===== src/rtl/rc_pkg.sv =====
// Shared packet-format constants and TX state encoding for the node port.
package rc_pkg;

  localparam int PKT_W     = 29;
  localparam int ADDR_W    = 4;
  localparam int DEST_HI   = 28;
  localparam int DEST_LO   = 25;
  localparam int SRC_HI    = 24;
  localparam int SRC_LO    = 21;
  localparam int PAYLOAD_W = 21;

  typedef enum logic [1:0] {
    TX_IDLE    = 2'd0,
    TX_OFFER   = 2'd1,
    TX_RELEASE = 2'd2
  } tx_state_e;

  // Destination field of a packet.
  function automatic logic [ADDR_W-1:0] pkt_dest(input logic [PKT_W-1:0] pkt);
    return pkt[DEST_HI:DEST_LO];
  endfunction

endpackage


===== src/rtl/node_pkt_fifo.sv =====
// Synchronous packet FIFO with fall-through head and asynchronous clear.
// A push while full is accepted only when a pop happens in the same cycle.
module node_pkt_fifo #(
  parameter int WIDTH = 29,
  parameter int DEPTH = 4
) (
  input  logic             Clk_R,
  input  logic             Rst_n,
  input  logic             push,
  input  logic             pop,
  input  logic [WIDTH-1:0] din,
  output logic [WIDTH-1:0] dout,
  output logic             full,
  output logic             empty
);

  localparam int AW = $clog2(DEPTH);

  // Pointers carry one extra wrap bit so full and empty stay distinct.
  logic [AW:0]      r_wr_ptr;
  logic [AW:0]      r_rd_ptr;
  logic [WIDTH-1:0] r_mem [DEPTH];
  logic             w_do_push;
  logic             w_do_pop;

  assign empty     = (r_wr_ptr == r_rd_ptr);
  assign full      = (r_wr_ptr[AW] != r_rd_ptr[AW]) &&
                     (r_wr_ptr[AW-1:0] == r_rd_ptr[AW-1:0]);
  assign w_do_pop  = pop & ~empty;
  assign w_do_push = push & (~full | w_do_pop);

  // Head is forced to zero while empty so the output never shows stale data.
  assign dout = empty ? '0 : r_mem[r_rd_ptr[AW-1:0]];

  // Pointer update on accepted push/pop.
  always_ff @(posedge Clk_R or negedge Rst_n) begin
    if (!Rst_n) begin
      r_wr_ptr <= '0;
      r_rd_ptr <= '0;
    end else begin
      // NOTE: sequential state uses non-blocking assignments so every register samples pre-edge values.
      if (w_do_push) r_wr_ptr <= r_wr_ptr + (AW+1)'(1);
      if (w_do_pop)  r_rd_ptr <= r_rd_ptr + (AW+1)'(1);
    end
  end

  // Storage write.
  // NOTE: the memory array is deliberately not reset; validity is tracked by the pointers alone.
  always_ff @(posedge Clk_R) begin
    if (w_do_push) r_mem[r_wr_ptr[AW-1:0]] <= din;
  end

endmodule


===== src/rtl/node_port.sv =====
// Node-side endpoint of the router core packet interface: TX FIFO + offer
// handshake with source stamping, RX FIFO with drop counting, and local
// loopback of self-addressed packets.
module node_port
  import rc_pkg::*;
#(
  parameter logic [ADDR_W-1:0] OUR_ADDRESS = 4'h0,
  parameter int                TX_DEPTH    = 4,
  parameter int                RX_DEPTH    = 4
) (
  input  logic             Clk_R,
  input  logic             Rst_n,
  input  logic [PKT_W-1:0] Host_Pkt_In,
  input  logic             Host_Pkt_In_Valid,
  output logic             Host_Pkt_In_Ready,
  output logic [PKT_W-1:0] Host_Pkt_Out,
  output logic             Host_Pkt_Out_Valid,
  input  logic             Host_Pkt_Out_Ready,
  output logic [PKT_W-1:0] Packet_From_Node,
  output logic             Packet_From_Node_Valid,
  input  logic             Core_Load_Ack,
  input  logic [PKT_W-1:0] Packet_To_Node,
  input  logic             Packet_To_Node_Valid,
  output logic [7:0]       Tx_Pkt_Cnt,
  output logic [7:0]       Rx_Drop_Cnt
);

  tx_state_e        r_state;
  logic [PKT_W-1:0] r_pfn;
  logic             r_pfn_valid;
  logic [7:0]       r_tx_cnt;
  logic [7:0]       r_drop_cnt;

  logic [PKT_W-1:0] w_tx_head;
  logic             w_tx_full;
  logic             w_tx_empty;
  logic             w_tx_push;
  logic             w_tx_pop;
  logic [PKT_W-1:0] w_rx_din;
  logic             w_rx_full;
  logic             w_rx_empty;
  logic             w_rx_push;
  logic             w_host_pop;
  logic             w_loopback;
  logic             w_offer_done;
  logic             w_rx_drop;
  logic             w_head_local;

  assign w_head_local = ~w_tx_empty && (pkt_dest(w_tx_head) == OUR_ADDRESS);

  // Core delivery always wins the RX write port; loopback waits for a free cycle.
  assign w_loopback   = (r_state == TX_IDLE) && w_head_local &&
                        ~w_rx_full && ~Packet_To_Node_Valid;
  assign w_offer_done = (r_state == TX_OFFER) && Core_Load_Ack;
  assign w_tx_pop     = w_loopback | w_offer_done;
  assign w_tx_push    = Host_Pkt_In_Valid & ~w_tx_full;

  assign w_host_pop   = Host_Pkt_Out_Ready & ~w_rx_empty;
  assign w_rx_push    = Packet_To_Node_Valid | w_loopback;
  assign w_rx_din     = Packet_To_Node_Valid ? Packet_To_Node : w_tx_head;
  assign w_rx_drop    = Packet_To_Node_Valid & w_rx_full & ~w_host_pop;

  assign Host_Pkt_In_Ready      = ~w_tx_full;
  assign Host_Pkt_Out_Valid     = ~w_rx_empty;
  assign Packet_From_Node       = r_pfn;
  assign Packet_From_Node_Valid = r_pfn_valid;
  assign Tx_Pkt_Cnt             = r_tx_cnt;
  assign Rx_Drop_Cnt            = r_drop_cnt;

  node_pkt_fifo #(.WIDTH(PKT_W), .DEPTH(TX_DEPTH)) u_tx_fifo (
    .Clk_R (Clk_R),
    .Rst_n (Rst_n),
    .push  (w_tx_push),
    .pop   (w_tx_pop),
    .din   (Host_Pkt_In),
    .dout  (w_tx_head),
    .full  (w_tx_full),
    .empty (w_tx_empty)
  );

  node_pkt_fifo #(.WIDTH(PKT_W), .DEPTH(RX_DEPTH)) u_rx_fifo (
    .Clk_R (Clk_R),
    .Rst_n (Rst_n),
    .push  (w_rx_push),
    .pop   (Host_Pkt_Out_Ready),
    .din   (w_rx_din),
    .dout  (Host_Pkt_Out),
    .full  (w_rx_full),
    .empty (w_rx_empty)
  );

  // TX offer FSM: load, hold until ack, then wait for ack to drop.
  always_ff @(posedge Clk_R or negedge Rst_n) begin
    if (!Rst_n) begin
      r_state     <= TX_IDLE;
      r_pfn       <= '0;
      r_pfn_valid <= 1'b0;
      r_tx_cnt    <= '0;
    end else begin
      case (r_state)
        TX_IDLE: begin
          if (!w_tx_empty && !w_head_local) begin
            r_pfn       <= {w_tx_head[DEST_HI:DEST_LO], OUR_ADDRESS,
                            w_tx_head[PAYLOAD_W-1:0]};
            r_pfn_valid <= 1'b1;
            r_state     <= TX_OFFER;
          end
        end
        TX_OFFER: begin
          if (Core_Load_Ack) begin
            r_pfn_valid <= 1'b0;
            r_tx_cnt    <= r_tx_cnt + 8'd1;
            r_state     <= TX_RELEASE;
          end
        end
        TX_RELEASE: begin
          if (!Core_Load_Ack) r_state <= TX_IDLE;
        end
        default: begin
          r_pfn_valid <= 1'b0;
          r_state     <= TX_IDLE;
        end
      endcase
    end
  end

  // Saturating count of core deliveries lost to a full RX FIFO.
  always_ff @(posedge Clk_R or negedge Rst_n) begin
    if (!Rst_n) begin
      r_drop_cnt <= '0;
    end else if (w_rx_drop && (r_drop_cnt != 8'hFF)) begin
      r_drop_cnt <= r_drop_cnt + 8'd1;
    end
  end

endmodule

===== config.mk =====
export PLATFORM = sky130hd
export DESIGN_NAME = node_port
export DESIGN_NICKNAME = d
export VERILOG_FILES = /design/src/rtl/rc_pkg.sv /design/src/rtl/node_pkt_fifo.sv /design/src/rtl/node_port.sv
export SDC_FILE = /design/constraint.sdc
export NUM_CORES = 1
export LEC_CHECK = 0
export ABC_AREA = 1
export BUFFER_PORTS_ARGS = -buffer_cell sky130_fd_sc_hd__buf_2
export CAP_MARGIN = 25
export CELL_PAD_IN_SITES_DETAIL_PLACEMENT = 1
export CELL_PAD_IN_SITES_GLOBAL_PLACEMENT = 1
export CORE_MARGIN = 2
export CORE_UTILIZATION = 50
export DETAILED_ROUTE_END_ITERATION = 10
export GPL_ROUTABILITY_DRIVEN = 0
export GPL_TIMING_DRIVEN = 0
export HOLD_SLACK_MARGIN = 0.08
export PLACE_DENSITY_LB_ADDON = 0.1
export SYNTH_ARGS = -nofsm -noshare
export SYNTH_HDL_FRONTEND = slang
export SYNTH_SLANG_ARGS = --single-unit
export TNS_END_PERCENT = 10

===== constraint.sdc =====
create_clock -name Clk_R -period 4.8 [get_ports Clk_R]
set_input_delay 0.96 -clock Clk_R [delete_from_list [all_inputs] [get_ports Clk_R]]
set_output_delay 0.96 -clock Clk_R [all_outputs]
set_load 0.02 [all_outputs]

* Word-level counts from Yosys, hierarchy flattened
Memories as Yosys holds them, arrays and structs flattened.
Cells that the tools add are included.
W data, S select, Z words.
** Operators by class
- Mux-type cells :: 14
- Add/subtract/negate cells :: 6
- Bitwise operators :: 18
- Equality and inequality tests :: 12
- Reduce and logical (&&, ||, !) cells :: 17
** Operators by type and width (count)
- $mux W29 :: 3
- $add A8 B1 Y8 const B :: 2
- $add A3 B1 Y3 const B :: 4
- $logic_and A1 B1 Y1 :: 9
- $ne A8 B8 Y1 const B :: 1
- $and A1 B1 Y1 :: 7
- $not A1 Y1 :: 7
- $eq A3 B3 Y1 :: 2
- $mux W1 :: 6
- $mux W2 :: 3
- $pmux W2 S3 :: 1
- $reduce_and A3 Y1 :: 2
- $eq A2 B2 Y1 :: 2
- $logic_not A4 Y1 :: 1
- $ne A2 B2 Y1 const B :: 2
- $or A1 B1 Y1 :: 4
- $reduce_and A2 Y1 :: 2
- $pmux W1 S3 :: 1
- $eq A2 B1 Y1 const B :: 1
- $eq A2 B2 Y1 const B :: 1
- $logic_not A1 Y1 :: 2
- $logic_not A2 Y1 :: 1
- $ne A1 B1 Y1 :: 2
- $ne A2 B1 Y1 const B :: 1
** Word-level totals
- Flip-flop bits (word level) :: 56
- Bits of input ports :: 64
- Word-level logic and storage cells :: 78
- Memories :: 2
- Memory bits (writable) :: 232
- Output and inout bits :: 77
** Memories
- u_rx_fifo.r_mem :: words 4, width 29, rd ports 1, clocked after Yosys merged registers in 0, write ports 1, RTL line node_pkt_fifo.sv:22 : logic [WIDTH-1:0] r_mem [DEPTH];
- u_tx_fifo.r_mem :: words 4, width 29, rd ports 1, clocked after Yosys merged registers in 0, write ports 1, RTL line node_pkt_fifo.sv:22

* Longest topological paths before layout
Gate-level depths: netlist of the first run.
- Depth in word-level cells :: 13
- Gate-level depth with buffers :: 14
- Gate-level depth less buffers :: 13

* Hierarchy
Synthesis of the first run repeated with hierarchy kept, for this count alone.
** Second synthesis, totals
- Cell total of the unflattened synthesis :: 1192
- Area total of the unflattened synthesis :: 12839.8 sq um
** By module, submodules not included
- node_pkt_fifo :: cells each 431, area each 5129.9 sq um, times used 2, seq. area each 3633.5 sq um
- node_port :: cells each 330, area each 2580.0 sq um, times used 1, seq. area each 1101.1 sq um

* Worst setup path before layout of the first run
No wires, ideal clock.
- Path type :: input -> register
- Start :: in Packet_To_Node_Valid
- End :: mem u_rx_fifo.r_mem[3][0], enable pin
- Cell stages on the path :: 5
- Required time :: 4385 ps
- Setup slack :: 1641 ps
- Path buffers :: 1
- Data arrival time :: 2744 ps
- Setup time :: 415 ps
- Cell sequence :: clkbuf_1 inv_1 nand2_1 nand2_2 nor2_1
** Between the ends
- Cells in the longest elaborated chain, start to end :: 6
** RTL lines
- start: declaration :: RTL line node_port.sv:23 : input logic Packet_To_Node_Valid,
- $not A1 Y1 :: RTL line node_port.sv:53 : ~w_rx_full && ~Packet_To_Node_Valid;
- $logic_and A1 B1 Y1 :: RTL line node_port.sv:53
- $or A1 B1 Y1 * :: RTL line node_port.sv:59 : assign w_rx_push = Packet_To_Node_Valid | w_loopback;
- $and A1 B1 Y1 * :: RTL line node_pkt_fifo.sv:30 : assign w_do_push = push & (~full | w_do_pop);
- $mux W1 * :: RTL line node_pkt_fifo.sv:50 : if (w_do_push) r_mem[r_wr_ptr[AW-1:0]] <= din;
- $mux W1 (implied by the code) * :: RTL line node_pkt_fifo.sv:50
- end: declaration :: RTL line node_pkt_fifo.sv:22
Mark *: on every way between the ends. The rest lies on a longest branch, timed or not.

* Final worst setup path of the first run
- Start :: reg u_rx_fifo.r_rd_ptr[0]
- End :: out Host_Pkt_Out[15]
** Between the ends
- Cells in the longest elaborated chain, start to end :: 2
- Elaborated cells between the ends (all ways) :: 3
- Classes of those cells :: eq/ne: 1; mux: 1; memory: 1
** RTL lines
- start: declaration :: RTL line node_pkt_fifo.sv:21 : logic [AW:0] r_rd_ptr;
- start signal: assignment :: RTL line node_pkt_fifo.sv:43 : if (w_do_pop) r_rd_ptr <= r_rd_ptr + (AW+1)'(1);
- $mem_v2 Z4 W29 / $eq A3 B3 Y1 (equally long branches)
- $mux W29 * :: RTL line node_pkt_fifo.sv:33 : assign dout = empty ? '0 : r_mem[r_rd_ptr[AW-1:0]];
- end: declaration :: RTL line node_port.sv:16 : output logic [PKT_W-1:0] Host_Pkt_Out,
Marked as above.

==> reports/metrics.csv, run 1 <==
metric,value,unit
finalWorstSetupSlack,1.147,ns
initial_core_util,50.49,%
yosysTopAreaCell,edfxtp_1,
postCtsResizedCells,0,
portBuffers,135,
grt_pass1_wl,47.93,mm
grt_overflow,0,
synth_top_area_share,59.13,%
io-pin-count,141,
antenna_found_initial,0,
wl,31.49,mm
cts_tree,yes,
fin_setup_tns,0,ns
synth_flop_cell,edfxtp_1,
core_area,0.02333,mm2
synth_edf_count,232,
worstSetupEndpointType,primary output,
path_cells,"inv_2, clkbuf_1, clkbuf_1, nor2_1, o22ai_1, nand2_1, inv_1, buf_2",
clock_latency,0.54,ns
ys_top_cells_by_area,"edfxtp_1 (59%), dfrtp_1 (12%), nand2_1 (5.9%), o21ai_0 (5.6%), nor2_1 (3.9%)",
crit_top_cell,clkbuf_1,
combPwrFrac,41.9,%
synth.avg_cell_area,11.70,um2
cts_hold_buffers,0,
synth_most_common_cell,edfxtp_1,
hold_viol,0,
max_cap_viol_count,0,
cp.buffers_inverters,5,
cp_slowest_stage_delay,0.51,ns
final_antenna_net_count,0,
drv_slew,0,
ys_seq_elements,288,
drtPass1Iterations,5,
powerDensity,731.1,mW/mm2
fmax,0.2737,GHz
syn_inst,1007,
startpoint_type,flip-flop,
ys_warn_count,0,
worst_ep_required_time,3.84,ns
ys_seq_area_share,71.03,%
htree_levels,1,
cts.clk_slew.worst_paths,0.07,ns
power.total,10.22,mW
status,"complete, no violations",
grt_usage,25.55,%
path_class,flip-flop to primary output,
place_ws,1.708,ns
synth_cell_types,32,
fin_crit,3.653,ns
via_per_inst,5.392,
placed_cells,1471,
leakage,5.636,nW
worst_pin_slew,0.9615,ns
synthTopCellsByCount,"edfxtp_1 (232), nand2_1 (185), o21ai_0 (133)",
die_area,0.02481,mm2
hpwl,21.83,mm
pwr-share-clk,20.4,%
die_width,157.5,um
cts_setup_buffers,0,
final_nets,1259,
internal-power,5.986,mW
async_flop_share,19.44,%
power_switching,4.231,mW
clock-sinks,288,
switching_share,41.41,%
grt_pass1_vias,8611,
antenna_cells,0,
critPathMaxFanout,10,
root_buffer,clkbuf_16,
synthToLayoutAreaGrowth,18.62,%
arrival,2.69,ns
setup_violations,0,
slowest_stage,clkbuf_1,
final_cell_area,0.01397,mm2
vias,8217,
cp_top_family,buffers and inverters,
rsz0062_at_grt,no,
slew_headroom,35.75,%
drcViolationCount,0,
cts_buffer_depth,3,
dpl-instance-area,0.01311,mm2
first_iter_violations,582,
peakVddDrop,372.4,uV
rows,56,
min_period_over_period,76.11,%
hold_class,primary input to async pin,
wl_per_cell,20.66,um
fin_cells,1524,
skew,0.01448,ns
layout-drive-gt1-share,17.68,%
cts_buffers,29,
grt_max_degree,39,
seqPwrFrac,37.7,%
synth_area,0.01178,mm2
fp.dieH,157.5,um
-- state kept, by name, summed over array words and instances (netlist names) --
name	flops
u_tx_fifo.r_wr_ptr	3
Tx_Pkt_Cnt	8
u_rx_fifo.r_wr_ptr	3
r_state	2
Packet_From_Node	25
u_rx_fifo.r_mem	116
Rx_Drop_Cnt	8
u_rx_fifo.r_rd_ptr	3
u_tx_fifo.r_mem	116
u_tx_fifo.r_rd_ptr	3
Packet_From_Node_Valid	1
-- per-layer routing --
metal	global-route usage (%)	up-vias	share of wire, %
met5	0	-	0
met4	6.537	0	2.2
met3	2.753	54	3.9
met2	45.33	210	51
met1	33.78	4106	43
li1	-	3847	-
-- path summary, 6_finish.rpt --
check | start | endpoint | slack, ns | cells after the start
worst min register to register | Tx_Pkt_Cnt[7]$_DFFE_PN0P_ | Tx_Pkt_Cnt[7]$_DFFE_PN0P_ | 0.48 | 1
max in group asynchronous | Rst_n | Packet_From_Node[16]$_DFFE_PN0P_ | 3.81 | 2
worst max register to register | u_tx_fifo.r_rd_ptr[0]$_DFFE_PN0P_ | u_rx_fifo.r_mem[1][14]$_DFFE_PP_ | 1.70 | 13
min in group Clk_R | Tx_Pkt_Cnt[7]$_DFFE_PN0P_ | Tx_Pkt_Cnt[7]$_DFFE_PN0P_ | 0.48 | 1
worst min-delay path | Rst_n | Rx_Drop_Cnt[2]$_DFFE_PN0P_ | 0.37 | 1
worst max-delay path | u_rx_fifo.r_rd_ptr[0]$_DFFE_PN0P_ | Host_Pkt_Out[15] | 1.15 | 8
-- power groups by stage --
| stage | registers [mW] | clock network (mW) | logic, mW |
|---|---|---|---|
| 4_1_cts | 3.85 | 2.11 | 4.31 |
| 2_1_floorplan | 3.99 | 0 | 2.47 |
| 3_3_place_gp | 3.89 | 0 | 4.00 |
| 5_1_grt | 3.91 | 2.20 | 4.71 |
| 3_5_place_dp | 3.89 | 0 | 4.28 |
| 6_report | 3.85 | 2.08 | 4.29 |
-- per-stage QoR --
step | hold slack (ns) | util, %
6_report | 0.3700 | 59.89
5_1_grt | 0.3949 | 59.89
4_1_cts | 0.3678 | 59.89
3_5_place_dp | 0.4730 | 56.20
3_3_place_gp | 0.4546 | 55.15
2_1_floorplan | 0.4632 | -
-- final cells by class --
| class | instances | area [um2] |
|---|---|---|
| sequential | 288 | 8368 |
| multi-input combinational | 598 | 2964 |
| tap | 319 | 399.1 |
| clock inverter | 8 | 36.28 |
| buffer | 58 | 272.8 |
| clock buffer | 45 | 825.8 |
| fill | 2483 | 9358 |
| timing repair buffer | 142 | 860.8 |
| inverter | 66 | 247.7 |
-- cells by family after synthesis --
logic type / share of synthesized area [%]
xor gates and xnor gates: 1.699
AOI/OAI and AO/OA: 10.12
DFF: 71.03
other: 0.03183
muxes: 0.09558
buffers and inverters: 4.418
and+or+nand+nor: 11.33
adders and majority gates: 1.274
-- cells in the final DEF, fill, tap and decap left out, types with 4 or more instances in the layout --
cell type,synthesis,routed
conb_1,1,4
nand2_1,185,185
clkinv_2,0,5
nor2_4,0,8
edfxtp_1,232,232
a32o_1,4,4
clkbuf_1,44,56
buf_16,0,6
nand3_1,19,19
o21ai_1,24,24
buf_2,2,137
nor2_1,123,115
a21oi_1,6,6
nand4_1,4,4
dfrtp_1,56,56
o22ai_1,50,50
xnor2_1,11,11
buf_4,10,10
clkbuf_16,0,29
inv_1,64,64
ha_1,12,12
o21ai_0,133,133
xor2_1,10,10
clkbuf_8,0,4
No activity file was read; power rests on OpenSTA's default activity.
==> inputs of run 2 (changes only) <==
- ABC_AREA: 1 -> 0
- CORE_UTILIZATION: 50 -> 45
- clock period: 4.8 -> 3.04 ns (I/O delays scaled with it)
==> run 2 against run 1 <==
  * Sequential share of layout area is 0.075 points lower
  * Synthesized cell count is 36% lower
  * Core utilization is 4.6 points lower
  * Clock skew is 0.0016 ns lower
  * Non-clock buffer count is 18 lower
  * Cell count is 22% lower
  * Hold slack worse by 0.094 ns
  * First-iteration DRC count is 33% lower
  * Clock power is 67% higher
  * Critical path type is now flip-flop to flip-flop
==> reports/metrics.csv, run 2 <==
metric,value,unit,change
htree_levels,1,,unchanged
fin_crit,2.992,ns,
fp.dieH,165.0,um,+4.8%
post-route-util,55.25,%,-4.6 points
path_class,flip-flop to flip-flop,,
die_width,165.0,um,+4.8%
wl,26.22,mm,-17%
leakage,5.293,nW,-6.1%
synth_top_area_share,59.69,%,+0.56 points
synth_flop_cell,edfxtp_1,,
grt_pass1_vias,6830,,-21%
initial_core_util,46.08,%,-4.4 points
grt_usage,19.82,%,-5.7 points
synthTopCellsByCount,"edfxtp_1 (232), nand2_1 (68), mux4_2 (58)",,
synthToLayoutAreaGrowth,19.89,%,
synth_most_common_cell,edfxtp_1,,
drcViolationCount,0,,unchanged
rows,58,,+3.6%
cts.clk_slew.worst_paths,0.06,ns,about the same
final_common_cell,edfxtp_1,,
layout-drive-gt1-share,34.70,%,+17 points
hold_class,primary input to flip-flop,,
drv_slew,0,,unchanged
fin_cells,1183,,-22%
drtPass1Iterations,4,,-1
fmax,0.3342,GHz,
clock_latency,0.55,ns,about the same
antenna_found_initial,0,,unchanged
cts_buffer_depth,3,,unchanged
antenna_cells,0,,unchanged
grt_pass1_wl,40.14,mm,-16%
setup_violations,0,,unchanged
wl_per_cell,22.16,um,+7.3%
final_antenna_net_count,0,,unchanged
peakVddDrop,594.2,uV,+60%
die_area,0.02724,mm2,+9.8%
critPathMaxFanout,18,,+8
synth_edf_count,232,,unchanged
startpoint_type,flip-flop,,
grt_overflow,0,,unchanged
worstSetupEndpointType,flip-flop,,
arrival,3.24,ns,+0.55 ns
core_area,0.02533,mm2,+8.5%
slew_headroom,44.99,%,+9.2 points
grt_max_degree,36,,-7.7%
worst_ep_required_time,3.28,ns,-0.56 ns
hpwl,18.28,mm,-16%
cts_buffers,30,,+3.4%
cts_tree,yes,,
holdWs,0.2763,ns,-0.09373 ns
portBuffers,135,,unchanged
async_flop_share,19.44,%,unchanged
synth_cell_types,38,,+19%
yosysTopAreaCell,edfxtp_1,,
io-pin-count,141,,unchanged
root_buffer,clkbuf_16,,
status,"complete, no violations",,
skew,0.01288,ns,-0.001604 ns
ys_warn_count,0,,unchanged
worst_pin_slew,0.8251,ns,-0.1364 ns
ys_seq_elements,288,,unchanged
min_period_over_period,98.42,%,
ys_seq_area_share,71.70,%,+0.67 points
ys_top_cells_by_area,"edfxtp_1 (60%), dfrtp_1 (12%), mux4_2 (11%), mux2_4 (2.3%), nand2_1 (2.2%)",,
placed_cells,1122,,-24%
max_cap_viol_count,0,,unchanged
hold_viol,0,,unchanged
reg2reg_depth,7,,-6
layout_common_cells,"edfxtp_1 (232), buf_2 (139), nand2_1 (68)",,
final_nets,907,,-28%
whs_path_depth,1,,
synth.avg_cell_area,17.98,um2,+54%
powerDensity,1164,mW/mm2,+59%
clock-sinks,288,,unchanged
syn_inst,649,,-36%
via_per_inst,5.260,,-2.5%
fin_setup_tns,0,ns,unchanged
first_iter_violations,388,,-33%
synth_area,0.01167,mm2,-0.93%
rsz0062_at_grt,yes,,
vias,6222,,-24%
-- run 2: worst paths after layout --
check                      slack [ns]                              start                          endpoint
max                              0.05  u_tx_fifo.r_rd_ptr[0]$_DFFE_PN0P_  u_rx_fifo.r_mem[1][15]$_DFFE_PP_
max in group asynchronous        1.83                              Rst_n  Packet_From_Node[12]$_DFFE_PN0P_
min                              0.28                     Host_Pkt_In[4]   u_tx_fifo.r_mem[0][4]$_DFFE_PP_
max reg2reg                      0.05  u_tx_fifo.r_rd_ptr[0]$_DFFE_PN0P_  u_rx_fifo.r_mem[1][15]$_DFFE_PP_
min in group asynchronous        0.61                              Rst_n   Packet_From_Node[5]$_DFFE_PN0P_
min reg2reg                      0.46          Tx_Pkt_Cnt[7]$_DFFE_PN0P_         Tx_Pkt_Cnt[7]$_DFFE_PN0P_
-- run 2: final cells by class --
cell class                 instances  area (um2)
clock buffer                      40       809.5
tap                              330       412.9
inverter                           8       30.03
fill                            2343       11330
multi-input combinational        321        3169
clock inverter                    14       115.1
buffer                            34       219.0
timing repair buffer             148       868.3
sequential                       288        8368
-- run 2: where the power goes --
part           switching [mW]  leakage [nW]  internal (mW)
clock                    1.44         0.450           2.02
sequential              0.499          2.82           5.67
combinational            3.82          2.02           2.84
total                    5.77          5.29           10.5
-- run 2: cell families (layout without fill, tap and decap cells) --
| kind of cell | count (synthesis) | after routing | share of synthesized area (%) |
|---|---|---|---|
| multiplexers | 88 | 88 | 14.67 |
| flip-flops | 288 | 288 | 71.70 |
| AND/OR/NAND/NOR | 145 | 145 | 6.132 |
| buffers and inverters | 43 | 244 | 1.865 |
| AO/OA/AOI/OAI | 43 | 43 | 2.144 |
| XOR/XNOR | 29 | 29 | 2.176 |
| adder cells (fa/ha/maj) | 12 | 12 | 1.286 |
| other | 1 | 4 | 0.03213 |
-- run 2: repair_timing --
action	in CTS	in global routing
resized for setup	17	18
endpoints found under the setup margin	145	100
setup buffers	3	4
endpoints found under the hold margin	21	0
hold buffers	1	0
pin swaps	1	1
-- run 2: metrics by stage --
stage / area [um2] / power, mW / setup WS [ns]
4_1_cts: 13930 / 16.38 / 0.003421
6_report: 13990 / 16.29 / 0.04791
5_1_grt: 13990 / 17.19 / -0.1052
2_1_floorplan: 11680 / 10.54 / -0.4137
3_3_place_gp: 12770 / 12.41 / -1.714
3_5_place_dp: 12940 / 12.81 / -0.2617
-- run 2: critical path, cell delays in order (launching register included) --
cell	delay [ns]
dfrtp_1	0.37
buf_6	0.14
buf_12	0.15
mux4_2	0.58
nor4_4	0.41
a32oi_4	0.32
nor2b_4	0.47
buf_16	0.22
-- run 2: per-layer routing --
layer | share of wire (%) | routed length [um] | GRT usage [%]
met4 | 2.5 | 658 | 5.178
met1 | 43 | 11150 | 26.90
met2 | 51 | 13470 | 33.92
met3 | 3.6 | 947 | 2.737
met5 | 0 | 0 | 0
